--- config.mk ---
export PLATFORM = sky130hd
export DESIGN_NAME = axi4_lite_req_arbiter
export DESIGN_NICKNAME = d
export VERILOG_FILES = /design/src/rtl/axil_arb_pkg.sv /design/src/rtl/axi4_lite_req_arbiter_rr.sv /design/src/rtl/axi4_lite_req_arbiter.sv
export SDC_FILE = /design/constraint.sdc
export NUM_CORES = 1
export LEC_CHECK = 0
export CAP_MARGIN = 20
export CORE_AREA = 3 3 156 158
export DETAILED_ROUTE_END_ITERATION = 10
export DIE_AREA = 0 0 159 161
export HOLD_SLACK_MARGIN = 0.12
export REMOVE_ABC_BUFFERS = 1
export SLEW_MARGIN = 20
export SYNTH_ARGS = -nofsm -noshare
export SYNTH_HDL_FRONTEND = slang
export SYNTH_HIERARCHICAL = 1
export SYNTH_SLANG_ARGS = --single-unit
--- constraint.sdc ---
create_clock -name ACLK -period 4.8 [get_ports ACLK]
set_clock_uncertainty 0.05 [all_clocks]
set_input_delay 0.72 -clock ACLK [delete_from_list [all_inputs] [get_ports ACLK]]
set_output_delay 0.72 -clock ACLK [all_outputs]
set_load 0.02 [all_outputs]
--- src/rtl/axil_arb_pkg.sv ---
// Shared types and constants for the AXI4-Lite request arbiter:
// FSM state encoding, AXI response codes and an index-width helper.
package axil_arb_pkg;

  typedef enum logic [1:0] {
    ST_IDLE  = 2'd0,
    ST_ISSUE = 2'd1,
    ST_WAIT  = 2'd2,
    ST_RESP  = 2'd3
  } arb_state_t;

  localparam logic [1:0] RESP_OKAY   = 2'b00;
  localparam logic [1:0] RESP_EXOKAY = 2'b01;
  localparam logic [1:0] RESP_SLVERR = 2'b10;
  localparam logic [1:0] RESP_DECERR = 2'b11;

  // Width of an index able to address n requesters (never less than 1 bit).
  function automatic int idx_width(input int n);
    return (n > 1) ? $clog2(n) : 1;
  endfunction

endpackage

--- src/rtl/axi4_lite_req_arbiter_rr.sv ---
// Combinational round-robin picker: finds the first set request bit at or
// above rr_ptr, wrapping around, and reports it as one-hot and as an index.
module rr_arbiter
  import axil_arb_pkg::*;
#(
  parameter int NUM_REQ = 4,
  parameter int IDX_W   = idx_width(NUM_REQ)
) (
  input  logic [NUM_REQ-1:0] req,
  input  logic [IDX_W-1:0]   rr_ptr,
  output logic [NUM_REQ-1:0] grant,
  output logic [IDX_W-1:0]   grant_idx,
  output logic               any_req
);

  logic [IDX_W-1:0] cand;

  // Scan upward from the pointer; the first requester found wins.
  always_comb begin
    grant     = '0;
    grant_idx = '0;
    any_req   = 1'b0;
    cand      = '0;
    for (int i = 0; i < NUM_REQ; i++) begin
      cand = IDX_W'((int'(rr_ptr) + i) % NUM_REQ);
      if (!any_req && req[cand]) begin
        any_req     = 1'b1;
        grant_idx   = cand;
        grant[cand] = 1'b1;
      end
    end
  end

endmodule

--- src/rtl/axi4_lite_req_arbiter.sv ---
// Round-robin front end sharing one AXI4-Lite master among NUM_REQ clients.
// One transaction at a time: grant, pulse START_*, wait for MST_DONE,
// return the response to the granted client. All outputs are registered.
// Optional WAIT-state timeout is compiled in with AXIL_ARB_TIMEOUT_EN.
module axi4_lite_req_arbiter
  import axil_arb_pkg::*;
#(
  parameter int NUM_REQ        = 4,
  parameter int ADDRESS_WIDTH  = 32,
  parameter int DATA_WIDTH     = 32,
  parameter int TIMEOUT_CYCLES = 1024
) (
  input  logic                          ACLK,
  input  logic                          ARESETN,
  input  logic [NUM_REQ-1:0]            req_valid,
  input  logic [NUM_REQ-1:0]            req_write,
  input  logic [NUM_REQ*ADDRESS_WIDTH-1:0] req_addr,
  input  logic [NUM_REQ*DATA_WIDTH-1:0] req_wdata,
  output logic [NUM_REQ-1:0]            req_ready,
  output logic [NUM_REQ-1:0]            resp_valid,
  output logic [DATA_WIDTH-1:0]         resp_rdata,
  output logic [1:0]                    resp_code,
  output logic                          START_READ,
  output logic                          START_WRITE,
  output logic [ADDRESS_WIDTH-1:0]      address,
  output logic [DATA_WIDTH-1:0]         data,
  input  logic                          MST_DONE,
  input  logic [DATA_WIDTH-1:0]         MST_RDATA,
  input  logic [1:0]                    MST_RESP
);

  localparam int IDX_W = idx_width(NUM_REQ);

  arb_state_t state, next_state;

  logic [IDX_W-1:0]   rr_ptr;
  logic [IDX_W-1:0]   grant_q;
  logic               write_q;
  logic [NUM_REQ-1:0] arb_grant;
  logic [IDX_W-1:0]   arb_idx;
  logic               arb_any;
  logic               tmo_expired;

  logic [ADDRESS_WIDTH-1:0] addr_slice  [NUM_REQ];
  logic [DATA_WIDTH-1:0]    wdata_slice [NUM_REQ];

  logic [NUM_REQ-1:0]    ready_d;
  logic [NUM_REQ-1:0]    resp_valid_d;
  logic [DATA_WIDTH-1:0] rdata_d;
  logic [1:0]            code_d;
  logic                  start_read_d;
  logic                  start_write_d;

  for (genvar i = 0; i < NUM_REQ; i++) begin : g_slice
    assign addr_slice[i]  = req_addr[i*ADDRESS_WIDTH +: ADDRESS_WIDTH];
    assign wdata_slice[i] = req_wdata[i*DATA_WIDTH +: DATA_WIDTH];
  end

  rr_arbiter #(
    .NUM_REQ (NUM_REQ),
    .IDX_W   (IDX_W)
  ) u_rr (
    .req       (req_valid),
    .rr_ptr    (rr_ptr),
    .grant     (arb_grant),
    .grant_idx (arb_idx),
    .any_req   (arb_any)
  );

`ifdef AXIL_ARB_TIMEOUT_EN
  localparam int TMO_W = (TIMEOUT_CYCLES > 1) ? $clog2(TIMEOUT_CYCLES) : 1;
  logic [TMO_W-1:0] tmo_cnt;

  // WAIT-state age counter, restarted whenever a transaction is issued.
  always_ff @(posedge ACLK or negedge ARESETN) begin
    if (!ARESETN)
      tmo_cnt <= '0;
    else if (state == ST_ISSUE)
      tmo_cnt <= '0;
    else if (state == ST_WAIT)
      tmo_cnt <= tmo_cnt + 1'b1;
  end

  assign tmo_expired = (state == ST_WAIT) && (tmo_cnt == TMO_W'(TIMEOUT_CYCLES - 1));
`else
  assign tmo_expired = 1'b0;
`endif

  // State register.
  always_ff @(posedge ACLK or negedge ARESETN) begin
    if (!ARESETN)
      state <= ST_IDLE;
    else
      state <= next_state;
  end

  // Next-state logic; MST_DONE only matters while waiting.
  always_comb begin
    next_state = state;
    case (state)
      ST_IDLE:  if (arb_any) next_state = ST_ISSUE;
      ST_ISSUE: next_state = ST_WAIT;
      ST_WAIT:  if (MST_DONE || tmo_expired) next_state = ST_RESP;
      ST_RESP:  next_state = ST_IDLE;
      default:  next_state = ST_IDLE;
    endcase
  end

  // Next values of the registered outputs, decided one cycle ahead.
  always_comb begin
    ready_d       = '0;
    resp_valid_d  = '0;
    start_read_d  = 1'b0;
    start_write_d = 1'b0;
    rdata_d       = resp_rdata;
    code_d        = resp_code;
    if (state == ST_IDLE && arb_any) begin
      ready_d       = arb_grant;
      start_write_d = req_write[arb_idx];
      start_read_d  = !req_write[arb_idx];
    end
    if (state == ST_WAIT && next_state == ST_RESP) begin
      resp_valid_d[grant_q] = 1'b1;
      if (MST_DONE) begin
        rdata_d = write_q ? '0 : MST_RDATA;
        code_d  = MST_RESP;
      end else begin
        rdata_d = '0;
        code_d  = RESP_SLVERR;
      end
    end
  end

  // Output registers.
  always_ff @(posedge ACLK or negedge ARESETN) begin
    if (!ARESETN) begin
      req_ready   <= '0;
      resp_valid  <= '0;
      resp_rdata  <= '0;
      resp_code   <= RESP_OKAY;
      START_READ  <= 1'b0;
      START_WRITE <= 1'b0;
    end else begin
      req_ready   <= ready_d;
      resp_valid  <= resp_valid_d;
      resp_rdata  <= rdata_d;
      resp_code   <= code_d;
      START_READ  <= start_read_d;
      START_WRITE <= start_write_d;
    end
  end

  // Request latch at grant time and pointer advance while issuing.
  always_ff @(posedge ACLK or negedge ARESETN) begin
    if (!ARESETN) begin
      grant_q <= '0;
      write_q <= 1'b0;
      address <= '0;
      data    <= '0;
      rr_ptr  <= '0;
    end else begin
      if (state == ST_IDLE && arb_any) begin
        grant_q <= arb_idx;
        write_q <= req_write[arb_idx];
        address <= addr_slice[arb_idx];
        data    <= wdata_slice[arb_idx];
      end
      if (state == ST_ISSUE)
        rr_ptr <= (grant_q == IDX_W'(NUM_REQ - 1)) ? '0 : grant_q + 1'b1;
    end
  end

endmodule

==> Word-level counts from Yosys, hierarchy flattened <==
Cells that the tools add are included.
{ "word_totals": {"output_inout_bits": 108, "wordCells": 101, "reg_bits": 115, "in_bits": 301} }
{ "op_classes": {"n_mux": 49, "bitwise": 4, "order_cmp": 12, "addsub": 4, "n_reduce_logical": 15, "n_eq_ne": 5} }
{ "ops": {"columns": ["operator", "count"], "rows": [
  ["32-bit two-way mux", 6],
  ["32-bit binary-select mux with 2-bit select", 2],
  ["4-bit two-way mux", 6],
  ["2-bit by 3-bit less-than comparator with 1-bit output, second input constant", 6],
  ["1-bit two-way mux", 16],
  ["2-bit two-way mux", 8],
  ["4-bit bitwise OR", 3],
  ["1-bit binary-select mux with 2-bit select", 5],
  ["1-bit demux with 2-bit select", 5],
  ["2-bit by 1-bit greater-or-equal comparator with 1-bit output, second input constant", 5],
  ["1-bit logical AND", 10],
  ["2-bit == test, second input constant", 4],
  ["2-bit one-hot mux with 4 select lines", 1],
  ["2-bit by 1-bit adder with 2-bit output, second input constant", 2],
  ["2-bit adder, second input constant", 2],
  ["1-bit zero test", 4],
  ["3-bit greater-or-equal comparator, second input constant", 1],
  ["2-bit inverter with 3-bit output", 1],
  ["2-bit by 1-bit == test with 1-bit output, second input constant", 1],
  ["2-bit zero test", 1]
]} }

==> Depth between registers and ports, before layout <==
{ "depth": {"depth_word": 17, "ltp_mapped": 12, "ltp_nobuf": 8} }

==> Cells and area by module <==
Netlist, hierarchy kept.
{ "modules_own_cells": {"columns": ["module", "cells_per_inst", "area_per_inst_um2", "n_inst", "seq_area_each_um2"], "rows": [
  ["axi4_lite_req_arbiter", 367, 6038.3, 1, 2877.8],
  ["rr_arbiter", 45, 419.2, 1, 0.0]
]} }

==> Worst setup path before layout <==
OpenSTA, ideal clock, no wires.
{ "synth_timing": {"path_type": "reg2reg", "startpoint": "register rr_ptr[0]", "endpoint": "register address[0]", "setup_ps": 125, "setup_slack_ps": 1677, "path_stages_with_launch": 13, "required_time_ps": 4625, "synth_period_minus_slack_ps": 3123, "arrival_time_ps": 2948, "path_cell_list": "dfrtp_1 > buf_6 > inv_1 > ha_1 > mux4_2 > buf_6 > and2b_2 > o21ai_0 > o31ai_1 > buf_6 > buf_6 > mux4_2 > mux2_2"} }
{ "synth_between": {"elab_chain_len": 16, "word_cells_on_any_way": 30, "classes_between": "3 x add/sub; 19 x mux; 1 x bitwise; 7 x reduce/logical"} }
{ "synth_lines": {"columns": ["item", "line", "source"], "rows": [
  ["from (decl)", "axi4_lite_req_arbiter.sv:36", "logic [IDX_W-1:0] rr_ptr;"],
  ["from (signal assigned)", "axi4_lite_req_arbiter.sv:169", "rr_ptr <= (grant_q == IDX_W'(NUM_REQ - 1)) ? '0 : grant_q + 1'b1;"],
  ["parallel branches: the longest is 11 deep, another holds 2-bit by 1-bit adder with 2-bit output", null, null],
  ["2-bit two-way mux *", "axi4_lite_req_arbiter_rr.sv:26", "if (!any_req && req[cand]) begin"],
  ["via arb_idx[0]", "axi4_lite_req_arbiter.sv:40", "logic [IDX_W-1:0] arb_idx;"],
  ["2-bit inverter with 3-bit output (implied by the code) *", "axi4_lite_req_arbiter.sv:165", "address <= addr_slice[arb_idx];"],
  ["32-bit binary-select mux with 2-bit select *", "axi4_lite_req_arbiter.sv:165", null],
  ["32-bit two-way mux (implied by the code) * (2 in a row)", "axi4_lite_req_arbiter.sv:165", null],
  ["to (signal assigned)", "axi4_lite_req_arbiter.sv:165", null],
  ["to (decl)", "axi4_lite_req_arbiter.sv:25", "output logic [ADDRESS_WIDTH-1:0] address,"]
]} }
Mark *: on every way through the listed nets, which the timed path passes. The select of a mux whose other input is x is not followed.
A chain may end at the register's enable or synchronous reset.

==> Worst setup path in the final report <==
{ "layout_timing": {"startpoint": "register rr_ptr[1]", "endpoint": "register write_q"} }
{ "layout_between": {"elab_chain_len": 14, "word_cells_on_any_way": 28, "classes_between": "3 x add/sub; 18 x mux; 7 x reduce/logical"} }
{ "layout_lines": {"columns": ["item", "line", "source"], "rows": [
  ["parallel branches: the longest is 11 deep, another holds 2-bit by 1-bit adder with 2-bit output", null, null],
  ["2-bit two-way mux *", "axi4_lite_req_arbiter_rr.sv:26", null],
  ["via arb_idx[1]", "axi4_lite_req_arbiter.sv:40", null],
  ["1-bit binary-select mux with 2-bit select *", "axi4_lite_req_arbiter.sv:164", "write_q <= req_write[arb_idx];"],
  ["1-bit two-way mux (implied by the code) *", "axi4_lite_req_arbiter.sv:164", null],
  ["to (signal assigned)", "axi4_lite_req_arbiter.sv:164", null],
  ["to (decl)", "axi4_lite_req_arbiter.sv:38", "logic write_q;"]
]} }
Marks and branches as above.

==> results.ini <==
[run]
cap_violations=0

[clock_tree]
clock-root-buffer=clkbuf_16
clk-insertion-delay-late_ns=0.41
clock_pin_slew_reported_for_the_worst_setup_and_hold_paths_after_clock_tree_synthesis_ns=0.06
hold_buffers_post_cts=0
clock_tree_from_tritoncts=built
cts_repair_resize_count=0
num_cts_buffers=17
clock_tree_sinks=115
cts_max_level=4
cts_setup_buffers=0
cts-root-to-sink-buffers=2

[synthesis]
post-synth-top-area-cell=dfrtp_1
async_reset_ff_share_pct=100
gate_count_of_the_mapped_netlist=412
synthDistinctLibCells=31
synth_commonest_cells=dfrtp_1 (115), mux2_2 (105), mux4_2 (67)
post_synthesis_sequential_element_count=115
cell_with_the_most_instances_after_synthesis=dfrtp_1
synth_area_leaders=dfrtp_1 (45%), mux4_2 (23%), mux2_2 (18%)
synthesis.yosys.warnings=6
synth-edff-count=0
synth_area_um2=6460
synth_sequential_area_ratio_pct=44.6
syn_avg_cell_area_um2=15.7
dominantRegCellSynth=dfrtp_1
synth_top_cell_area_share_pct=44.6

[hold_path]
worst_hold_path_type=in2async

[placed_design]
place_congestion=0.821
portBuffers=408
dp.cells=1114
dp_hpwl_um=19100
post-place-ws_ns=0.686

[sta]
grt_setup_unrepaired=false
fin_hold_ws_ns=0.164
setup_viol_count_final=0
worst-slew-pin-transition_ns=1.07
layout_setup_ws_ns=1.07
max_slew_margin_pct=28.9
max_freq_mhz=268
slew_violations=0
final-hold-violation-count=0
fraction_of_the_cycle_the_final_worst_path_needs_pct=77.6
period_minus_slack_ns=3.73

[detailed_routing]
drtAntennaViolNets=0
dr_total_vias=5382
drc=0
detailedRoute.firstIterationViolations=203
avgRoutedWirePerCell_um=21.2
drt-pass1-iter-count=5
post_drt_via_cell_ratio=4.69
totalWireLength_um=24300

[final_layout]
final_cells=1147
num-nets-final=1124
post_route_cells_drive_above_1_share_pct=26.5
syn_to_final_growth_pct=76.5
fillerInstances=2083

[worst_setup_path]
worst_setup_path_start_kind=flop
worst_ep_arrival_time_ns=3.97
timing.reg2reg.worst_path_depth=7
timing.critical_path.from=rr_ptr[1]
r2r-start=rr_ptr[1]
cp_max_fo=66
critical_path_class=reg2reg
cp_data_required_time_ns=5.04
setup_crit_end_kind=flop

[power]
ir_drop_v=0.000599
p_total_mw=7.92
power.leakage_nw=4.43
power_per_cell_area_nw_per_um2=695

[global_routing]
grt_util_all_layers_pct=19.0
grt.overflow.total=0
grt_first_pass_wirelength_um=37100
grt_pass1_vias=6138
grt_antenna_before_repair=4
pin_count_of_the_biggest_net_entering_global_routing=67

[floorplanning]
start_util_pct=27.8
dieWidth_um=159
floorplan.die_area_um2=25600
die_height_um=161
io_pins=409
fp.coreArea_um2=23300
placementRows=56

[outcome]
outcome=finished, final reports clean

==> registers in the layout, indices dropped and copies added, names as in the netlist, 2 cells and up <==
signal,count
address,32
data,32
grant_q,2
req_ready,4
resp_code,2
resp_rdata,32
resp_valid,4
rr_ptr,2
state,2
==> path summary, 6_finish.rpt <==
check                           endpoint  slack [ns]
hold reg to reg            resp_rdata[2]        0.45
max in group asynchronous        data[3]        3.56
hold / removal             resp_rdata[1]        0.16
setup / recovery                 write_q        1.07
setup reg to reg                 write_q        1.07
min in group ACLK          resp_rdata[2]        0.45
==> cell families (layout without fill, tap and decap cells) <==
logic type	Yosys count	after routing	synth area share, %
xor+xnor	1	1	0.136
compound gates	18	18	1.92
mux	175	175	42.6
simple gates	56	56	5.62
other cells	0	1	0
buf+inv	38	453	3.37
fa+ha+maj	9	9	1.74
flops	115	115	44.6
==> layout make-up <==
cell class                      count  area [um2]  area share (%)
Antenna cell                        1        2.50          0.0220
Clock buffer                       18         439            3.85
Clock inverter                     14         119            1.04
Inverter                            6        22.5           0.198
Multi-Input combinational cell    259        3390            29.8
Sequential cell                   115        2880            25.2
Tap cell                          319         399            3.50
Timing Repair Buffer              415        4150            36.4
==> power by group <==
group | total, mW | switching, mW | leakage [nW] | internal, mW
clock network | 1.20 | 0.514 | 0.271 | 0.690
registers | 1.73 | 0.287 | 1.40 | 1.45
logic | 4.98 | 2.19 | 2.76 | 2.79
total | 7.92 | 2.99 | 4.43 | 4.93
==> metal layers <==
| metal | wire length (um) | part of all wire (%) | global-route usage (%) |
|---|---|---|---|
| met2 | 13000 | 53 | 34.6 |
| met3 | 1860 | 7.6 | 6.44 |
| met4 | 359 | 1.5 | 5.09 |
| met5 | 25 | 0.10 | 0 |
| met1 | 9050 | 37 | 21.2 |
==> critical path: stages (launching register included) <==
cell and delay [ns]:
dfrtp_1 0.51, inv_1 0.15, ha_1 0.38, mux4_2 0.45
o311ai_0 0.43, a32o_4 0.82, mux4_2 0.44, mux2_2 0.27
==> through the flow <==
| step | TNS [ns] | instance area (um2) | util, % |
|---|---|---|---|
| finish | 0 | 11400 | 49.0 |
| global route | 0 | 11400 | 49.0 |
| CTS | 0 | 11400 | 49.0 |
| detailed placement | 0 | 10800 | 46.6 |
| global placement | 0 | 10800 | 46.6 |
| floorplan | -441.64 | 6260 | - |
==> placed cells by master, fill, tap and decap left out, drive strengths merged <==
cell type	n
a21oi	1
a22oi	8
a32o	1
and2	9
and2b	1
and3b	1
buf	8
clkbuf	18
clkdlybuf4s50	407
clkinv	4
clkinvlp	2
dfrtp	115
diode	1
ha	9
inv	14
mux2	105
mux2i	1
mux4	69
nand2	1
nand2b	1
nor2	4
nor2b	33
nor3	1
nor3b	1
nor4	1
nor4b	1
o211ai	1
o21ai	5
o311ai	1
o31ai	1
or2	1
or3b	1
xor2	1
Power figures use the tool's default switching activity.
